## config.mk

```make
export PLATFORM = sky130hd
export DESIGN_NAME = mips_mem_arbiter_flat
export DESIGN_NICKNAME = d
export VERILOG_FILES = /design/src/rtl/mips_mem_arbiter_pkg.sv /design/src/rtl/mips_mem_arbiter_if.sv /design/src/rtl/mips_mem_arbiter_pick.sv /design/src/rtl/mips_mem_arbiter.sv /design/src/flat_wrapper.sv
export SDC_FILE = /design/constraint.sdc
export NUM_CORES = 1
export LEC_CHECK = 0
export ABC_AREA = 1
export BUFFER_PORTS_ARGS = -buffer_cell sky130_fd_sc_hd__buf_2
export CAP_MARGIN = 20
export CELL_PAD_IN_SITES_DETAIL_PLACEMENT = 0
export CELL_PAD_IN_SITES_GLOBAL_PLACEMENT = 1
export CORE_UTILIZATION = 32
export CTS_CLUSTER_SIZE = 30
export DETAILED_ROUTE_END_ITERATION = 16
export GPL_TIMING_DRIVEN = 0
export PLACE_DENSITY_LB_ADDON = 0.1
export SYNTH_ARGS = -nofsm -noshare
export SYNTH_HDL_FRONTEND = slang
export SYNTH_HIERARCHICAL = 1
export SYNTH_SLANG_ARGS = --single-unit
export TNS_END_PERCENT = 50
```

## constraint.sdc

```tcl
create_clock -name clk1 -period 4.05 [get_ports clk1]
set_input_delay 0.81 -clock clk1 [delete_from_list [all_inputs] [get_ports clk1]]
set_output_delay 0.81 -clock clk1 [all_outputs]
set_load 0.02 [all_outputs]
```

## src/rtl/mips_mem_arbiter_pkg.sv

```systemverilog
// Shared definitions for the pipe_MIPS32 unified-memory arbiter.
package mips_mem_pkg;

    localparam int unsigned MEM_ADDR_W = 10;
    localparam int unsigned MEM_DATA_W = 32;

    localparam int unsigned REQ_LD = 0;
    localparam int unsigned REQ_DM = 1;
    localparam int unsigned REQ_IF = 2;

    typedef logic [2:0] req_vec_t;

    typedef enum logic {
        S_IDLE,
        S_BUSY
    } state_e;

endpackage

```

## src/rtl/mips_mem_arbiter_if.sv

```systemverilog
// Requester and memory-side signals of the unified-memory arbiter.
interface mips_mem_arbiter_if #(
    parameter int unsigned ADDR_W = mips_mem_pkg::MEM_ADDR_W,
    parameter int unsigned DATA_W = mips_mem_pkg::MEM_DATA_W
);
    logic              halt;
    logic              ld_req;
    logic              ld_we;
    logic [ADDR_W-1:0] ld_addr;
    logic [DATA_W-1:0] ld_wdata;
    logic              dm_req;
    logic              dm_we;
    logic [ADDR_W-1:0] dm_addr;
    logic [DATA_W-1:0] dm_wdata;
    logic              if_req;
    logic [ADDR_W-1:0] if_addr;
    logic [2:0]        gnt;
    logic [2:0]        done;
    logic [DATA_W-1:0] rdata;
    logic              mem_en;
    logic              mem_we;
    logic [ADDR_W-1:0] mem_addr;
    logic [DATA_W-1:0] mem_wdata;
    logic [DATA_W-1:0] mem_rdata;
    logic [2:0]        streak;

    modport slave (
        input  halt, ld_req, ld_we, ld_addr, ld_wdata,
               dm_req, dm_we, dm_addr, dm_wdata, if_req, if_addr, mem_rdata,
        output gnt, done, rdata, mem_en, mem_we, mem_addr, mem_wdata, streak
    );

    modport master (
        output halt, ld_req, ld_we, ld_addr, ld_wdata,
               dm_req, dm_we, dm_addr, dm_wdata, if_req, if_addr, mem_rdata,
        input  gnt, done, rdata, mem_en, mem_we, mem_addr, mem_wdata, streak
    );

endinterface

```

## src/rtl/mips_mem_arbiter_pick.sv

```systemverilog
// Fixed-priority winner select: LD > DM > IF, with IF promoted over DM once the streak is full.
module mips_mem_arb_pick
    import mips_mem_pkg::*;
(
    input  req_vec_t req,
    input  logic     streak_full,
    output req_vec_t winner
);

    always_comb begin
        winner = '0;
        if (req[REQ_LD]) begin
            winner[REQ_LD] = 1'b1;
        end else if (req[REQ_IF] && streak_full) begin
            winner[REQ_IF] = 1'b1;
        end else if (req[REQ_DM]) begin
            winner[REQ_DM] = 1'b1;
        end else if (req[REQ_IF]) begin
            winner[REQ_IF] = 1'b1;
        end
    end

endmodule

```

## src/rtl/mips_mem_arbiter.sv

```systemverilog
// Single-port memory arbiter for loader, data and fetch requesters with wait-state sequencing.
module mips_mem_arbiter
    import mips_mem_pkg::*;
#(
    parameter int unsigned ADDR_W          = MEM_ADDR_W,
    parameter int unsigned DATA_W          = MEM_DATA_W,
    parameter int unsigned WAIT_STATES     = 1,
    parameter int unsigned MAX_DATA_STREAK = 4
) (
    input  logic            clk1,
    input  logic            rst,
    mips_mem_arbiter_if.slave bus
);

    state_e            state, state_next;
    req_vec_t          req_eff, winner, owner, gnt_q, done_q;
    logic [3:0]        cnt;
    logic [ADDR_W-1:0] addr_q;
    logic [DATA_W-1:0] wdata_q, rdata_q;
    logic              we_q;
    logic [2:0]        streak_q;
    logic              if_eff, streak_full, last_cycle, accept;

    assign if_eff      = bus.if_req & ~bus.halt;
    assign req_eff     = {if_eff, bus.dm_req, bus.ld_req};
    assign streak_full = (streak_q == 3'(MAX_DATA_STREAK));
    assign last_cycle  = (state == S_BUSY) && (cnt == '0);

    mips_mem_arb_pick u_pick (
        .req         (req_eff),
        .streak_full (streak_full),
        .winner      (winner)
    );

    always_comb begin
        state_next = state;
        accept     = 1'b0;
        case (state)
            S_IDLE: begin
                if (|req_eff) begin
                    state_next = S_BUSY;
                    accept     = 1'b1;
                end
            end
            S_BUSY: begin
                if (last_cycle) state_next = S_IDLE;
            end
            default: state_next = S_IDLE;
        endcase
    end

    always_ff @(posedge clk1) begin
        if (rst) state <= S_IDLE;
        else     state <= state_next;
    end

    always_ff @(posedge clk1) begin
        if (rst) begin
            owner    <= '0;
            gnt_q    <= '0;
            done_q   <= '0;
            cnt      <= '0;
            addr_q   <= '0;
            wdata_q  <= '0;
            we_q     <= 1'b0;
            rdata_q  <= '0;
            streak_q <= '0;
        end else begin
            gnt_q  <= '0;
            done_q <= '0;
            if (accept) begin
                owner <= winner;
                gnt_q <= winner;
                cnt   <= 4'(WAIT_STATES);
                if (winner[REQ_LD]) begin
                    addr_q  <= bus.ld_addr;
                    we_q    <= bus.ld_we;
                    wdata_q <= bus.ld_wdata;
                end else if (winner[REQ_DM]) begin
                    addr_q  <= bus.dm_addr;
                    we_q    <= bus.dm_we;
                    wdata_q <= bus.dm_wdata;
                end else begin
                    addr_q  <= bus.if_addr;
                    we_q    <= 1'b0;
                    wdata_q <= '0;
                end
            end else if (state == S_BUSY) begin
                if (cnt != '0) begin
                    cnt <= cnt - 4'd1;
                end else begin
                    done_q <= owner;
                    if (!we_q) rdata_q <= bus.mem_rdata;
                end
            end
            // Streak only moves on arbitration cycles; BUSY leaves it untouched.
            if (state == S_IDLE) begin
                if (winner[REQ_IF] || !if_eff) begin
                    streak_q <= '0;
                end else if (winner[REQ_DM] && !streak_full) begin
                    streak_q <= streak_q + 3'd1;
                end
            end
        end
    end

    // Gating with rst keeps a reset landing on a final write cycle from committing it.
    assign bus.mem_we    = last_cycle & we_q & ~rst;
    assign bus.mem_en    = (state == S_BUSY);
    assign bus.mem_addr  = addr_q;
    assign bus.mem_wdata = wdata_q;
    assign bus.gnt       = gnt_q;
    assign bus.done      = done_q;
    assign bus.rdata     = rdata_q;
    assign bus.streak    = streak_q;

endmodule

```

## src/flat_wrapper.sv

```systemverilog
// flat-port wrapper written by rule: the top's interface ports become plain ports
module mips_mem_arbiter_flat import mips_mem_pkg::*;
#(
    parameter int unsigned ADDR_W          = MEM_ADDR_W,
    parameter int unsigned DATA_W          = MEM_DATA_W,
    parameter int unsigned WAIT_STATES     = 1,
    parameter int unsigned MAX_DATA_STREAK = 4
)
  (clk1, rst, bus_halt, bus_ld_req, bus_ld_we, bus_ld_addr, bus_ld_wdata, bus_dm_req, bus_dm_we, bus_dm_addr, bus_dm_wdata, bus_if_req, bus_if_addr, bus_mem_rdata, bus_gnt, bus_done, bus_rdata, bus_mem_en, bus_mem_we, bus_mem_addr, bus_mem_wdata, bus_streak);
  mips_mem_arbiter_if #(.ADDR_W(ADDR_W), .DATA_W(DATA_W)) bus_i ();
  input  logic clk1;
  input  logic rst;
  input wire logic [$bits(bus_i.halt)-1:0] bus_halt;
  input wire logic [$bits(bus_i.ld_req)-1:0] bus_ld_req;
  input wire logic [$bits(bus_i.ld_we)-1:0] bus_ld_we;
  input wire logic [$bits(bus_i.ld_addr)-1:0] bus_ld_addr;
  input wire logic [$bits(bus_i.ld_wdata)-1:0] bus_ld_wdata;
  input wire logic [$bits(bus_i.dm_req)-1:0] bus_dm_req;
  input wire logic [$bits(bus_i.dm_we)-1:0] bus_dm_we;
  input wire logic [$bits(bus_i.dm_addr)-1:0] bus_dm_addr;
  input wire logic [$bits(bus_i.dm_wdata)-1:0] bus_dm_wdata;
  input wire logic [$bits(bus_i.if_req)-1:0] bus_if_req;
  input wire logic [$bits(bus_i.if_addr)-1:0] bus_if_addr;
  input wire logic [$bits(bus_i.mem_rdata)-1:0] bus_mem_rdata;
  output wire logic [$bits(bus_i.gnt)-1:0] bus_gnt;
  output wire logic [$bits(bus_i.done)-1:0] bus_done;
  output wire logic [$bits(bus_i.rdata)-1:0] bus_rdata;
  output wire logic [$bits(bus_i.mem_en)-1:0] bus_mem_en;
  output wire logic [$bits(bus_i.mem_we)-1:0] bus_mem_we;
  output wire logic [$bits(bus_i.mem_addr)-1:0] bus_mem_addr;
  output wire logic [$bits(bus_i.mem_wdata)-1:0] bus_mem_wdata;
  output wire logic [$bits(bus_i.streak)-1:0] bus_streak;
  assign bus_i.halt = bus_halt;
  assign bus_i.ld_req = bus_ld_req;
  assign bus_i.ld_we = bus_ld_we;
  assign bus_i.ld_addr = bus_ld_addr;
  assign bus_i.ld_wdata = bus_ld_wdata;
  assign bus_i.dm_req = bus_dm_req;
  assign bus_i.dm_we = bus_dm_we;
  assign bus_i.dm_addr = bus_dm_addr;
  assign bus_i.dm_wdata = bus_dm_wdata;
  assign bus_i.if_req = bus_if_req;
  assign bus_i.if_addr = bus_if_addr;
  assign bus_i.mem_rdata = bus_mem_rdata;
  assign bus_gnt = bus_i.gnt;
  assign bus_done = bus_i.done;
  assign bus_rdata = bus_i.rdata;
  assign bus_mem_en = bus_i.mem_en;
  assign bus_mem_we = bus_i.mem_we;
  assign bus_mem_addr = bus_i.mem_addr;
  assign bus_mem_wdata = bus_i.mem_wdata;
  assign bus_streak = bus_i.streak;
  mips_mem_arbiter #(.ADDR_W(ADDR_W), .DATA_W(DATA_W), .WAIT_STATES(WAIT_STATES), .MAX_DATA_STREAK(MAX_DATA_STREAK)) u_core (.clk1(clk1), .rst(rst), .bus(bus_i));
endmodule
```

==> out/results.tsv <==
metric	value	unit
period utilization	0.639	
crit-path max FO	10	
Worst-Margin Slew	0.466	ns
# fillers	1333	
DIE AREA	13200	sq um
Warnings, synthesis	6	
DPL Wire Length	9460	microns
IO Port Bufs	217	
DR DRC count	0	
Routed Antenna Nets	0	
max_cap viols	0	
CTS tree	done	
growth of design area from synthesis to finish	39.7	%
Vias/cell	4.42	
Total Neg Setup Slack	0	ns
synth unique cells	27	
Synth area leaders	dfxtp_1, nand2_1, nand3_1	
Finish-stage setup viols	0	
ratio of cells with drive above 1 in the final layout	0.345	
Final Max Tran Viols	0	
Worst VDD drop	197	uV
Ports	219	
Critical Path Max Stage Delay	0.30	ns
GRT Overall Usage	0.183	
syn_nets	714	
Post-Route WL	12100	microns
utilization after layout	0.467	
critical path required time	3.24	ns
drt first pass iters	4	
CP top delay family	simple AND/OR/NAND/NOR gates	
critical path class	flop to output port	
initial antenna violation count	0	
final hold viol count	0	
Pwr per Cell Area	420	nW/um^2
worst path bufs/invs	3	
vias	4317	
critical path cell sequence	inv_1 -> ha_1 -> nand2_2 -> nor2_8 -> buf_6 -> nand2_1 -> nor2_1 -> buf_2	
largest net degree at the start of global routing	16	
Crit. End Element	output port	
Sequential Area	1840	sq um
gr ovfl total	0	
Hold Crit Class	flop to flop	
Iteration-0 DRC Markers	177	
root buf cell	clkbuf_16	
Final Skew	0.00747	ns
Tmin final	2.59	ns
CORE AREA	12200	sq um
Leakage	3.03	nW
multi-input combinational cell area	1880	sq um
Synth top area share	0.451	
first-pass GRT wire length	18800	microns
fmax	0.386	GHz
Synth Register Bits	92	
Syn Inst Count	576	
Post-CTS Setup Repair Bufs	0	
synthesized area per cell	7.08	sq um
status	finished, final reports clean	
CTS Buffer Depth	2	
routability cong.	0.745	
# rows	40	
Worst Setup Start Kind	flop	
Clock Sinks	92	
Clock Pin Slew Worst Setup and Hold Paths	0.07	ns
final net count	942	
CP Data Arrival Time	1.78	ns
unrepaired setup endpoints after global routing	false	
latest clock arrival within the worst-skew pair	0.34	ns
WL/cell	12.4	microns
antenna fix cells	0	
Resize count post-CTS	0	
Die Height	115	microns
htree depth	3	
number of global-route vias before repair	4023	
slowest CP cell	dfxtp_1	
Mapped Area	4080	sq um
sequential fraction of the synthesis area	0.451	
total power	2.39	mW
Starting Density	0.334	
Slew HR	0.690	
cell accounting for the most synthesized area	dfxtp_1	
Num CTS Buffers	9	
CTS Hold Buffers Added	0	
Die X	115	microns
[through the flow]
step                      instances  setup slack (ns)  instance area [sq um]  hold WS (ns)
after floorplan                 576              1.76                   4080         0.417
after global placement          961              1.68                   5380         0.423
after detailed placement        961              1.68                   5380         0.427
after CTS                       977              1.43                   5700         0.444
after global routing            977              1.30                   5700         0.462
final                           977              1.46                   5700         0.443
[path summary, 6_finish.rpt]
kind / start / end / slack (ns) / depth (start not counted)
worst max-delay path: u_core/cnt[0]$_SDFFE_PP0P_ / bus_mem_we / 1.46 / 8
worst min-delay path: u_core/bus.mem_wdata[19]$_SDFFE_PP0P_ / u_core/bus.mem_wdata[19]$_SDFFE_PP0P_ / 0.44 / 2
worst min register to register: u_core/bus.mem_wdata[19]$_SDFFE_PP0P_ / u_core/bus.mem_wdata[19]$_SDFFE_PP0P_ / 0.44 / 2
worst max register to register: u_core/bus.streak[0]$_SDFFE_PP0P_ / u_core/bus.mem_wdata[29]$_SDFFE_PP0P_ / 2.01 / 13
[layer usage]
metal / global-route usage / wire, microns / share of wire / up-vias
li1: - / - / - / 2296
met1: 0.208 / 5280 / 0.44 / 1869
met5: 0 / 0 / 0 / -
met4: 0.0684 / 184 / 0.015 / 0
met2: 0.319 / 5670 / 0.47 / 138
met3: 0.0585 / 952 / 0.079 / 14
[layout make-up]
class / count / area share
Buffer: 37 / 0.0456
Clock buffer: 10 / 0.0419
Clock inverter: 6 / 0.0151
Inverter: 24 / 0.0167
Multi-Input combinational cell: 423 / 0.330
Sequential cell: 92 / 0.323
Tap cell: 168 / 0.0369
Timing Repair Buffer: 217 / 0.190
[power breakdown]
| part | internal, mW | total, mW | switching, mW |
|---|---|---|---|
| logic | 0.187 | 0.485 | 0.298 |
| registers | 0.971 | 1.00 | 0.0322 |
| clock network | 0.558 | 0.906 | 0.348 |
| total | 1.72 | 2.39 | 0.679 |
[cells in the final DEF (no fill, tap or decap), drive strengths merged]
cell and instances:
nand2 250, buf 246, dfxtp 92, nand3 71, a21oi 46, o21ai 24, inv 24, nor2 22
clkbuf 18, ha 4, o22ai 3, clkinv 3, bufinv 2, nor3 2, clkinvlp 1, or2 1
[registers in the layout (all words and copies together) (netlist names)]
signal                count
u_core/bus.done           3
u_core/bus.gnt            3
u_core/bus.mem_addr      10
u_core/bus.mem_en         1
u_core/bus.mem_wdata     32
u_core/bus.rdata         32
u_core/bus.streak         3
u_core/cnt                4
u_core/owner              3
u_core/we_q               1
[worst min-delay path: cells and delay by family, from the launching register on]
| family | cells | cell delay (ns) |
|---|---|---|
| flip-flops | 1 | 0.31 |
| AND/OR/NAND/NOR | 2 | 0.10 |
[synthesized netlist by cell type]
cell        n
buf_1       1
o22ai_1     3
dfxtp_1    92
nand2_2     2
nor2_8      1
a21oi_2     1
nand2_4     3
o21ai_2     1
o21ai_0    23
inv_1      17
nor2_2      1
clkbuf_1    8
a21oi_1    45
buf_4       7
nand3_4     1
nand3_2     1
clkinv_1    1
or2_2       1
nor3_1      2
buf_2      10
nand3_1    69
buf_6      11
nand2_1   245
nor2_1     20
ha_1        4
inv_6       1
inv_2       5
[cell families after synthesis]
kind of cell | share of synthesized area
compound gates | 0.0923
simple gates | 0.357
buf+inv | 0.0871
fa+ha+maj | 0.0123
flops | 0.451
Note: power is estimated with default switching activity, not from simulation.
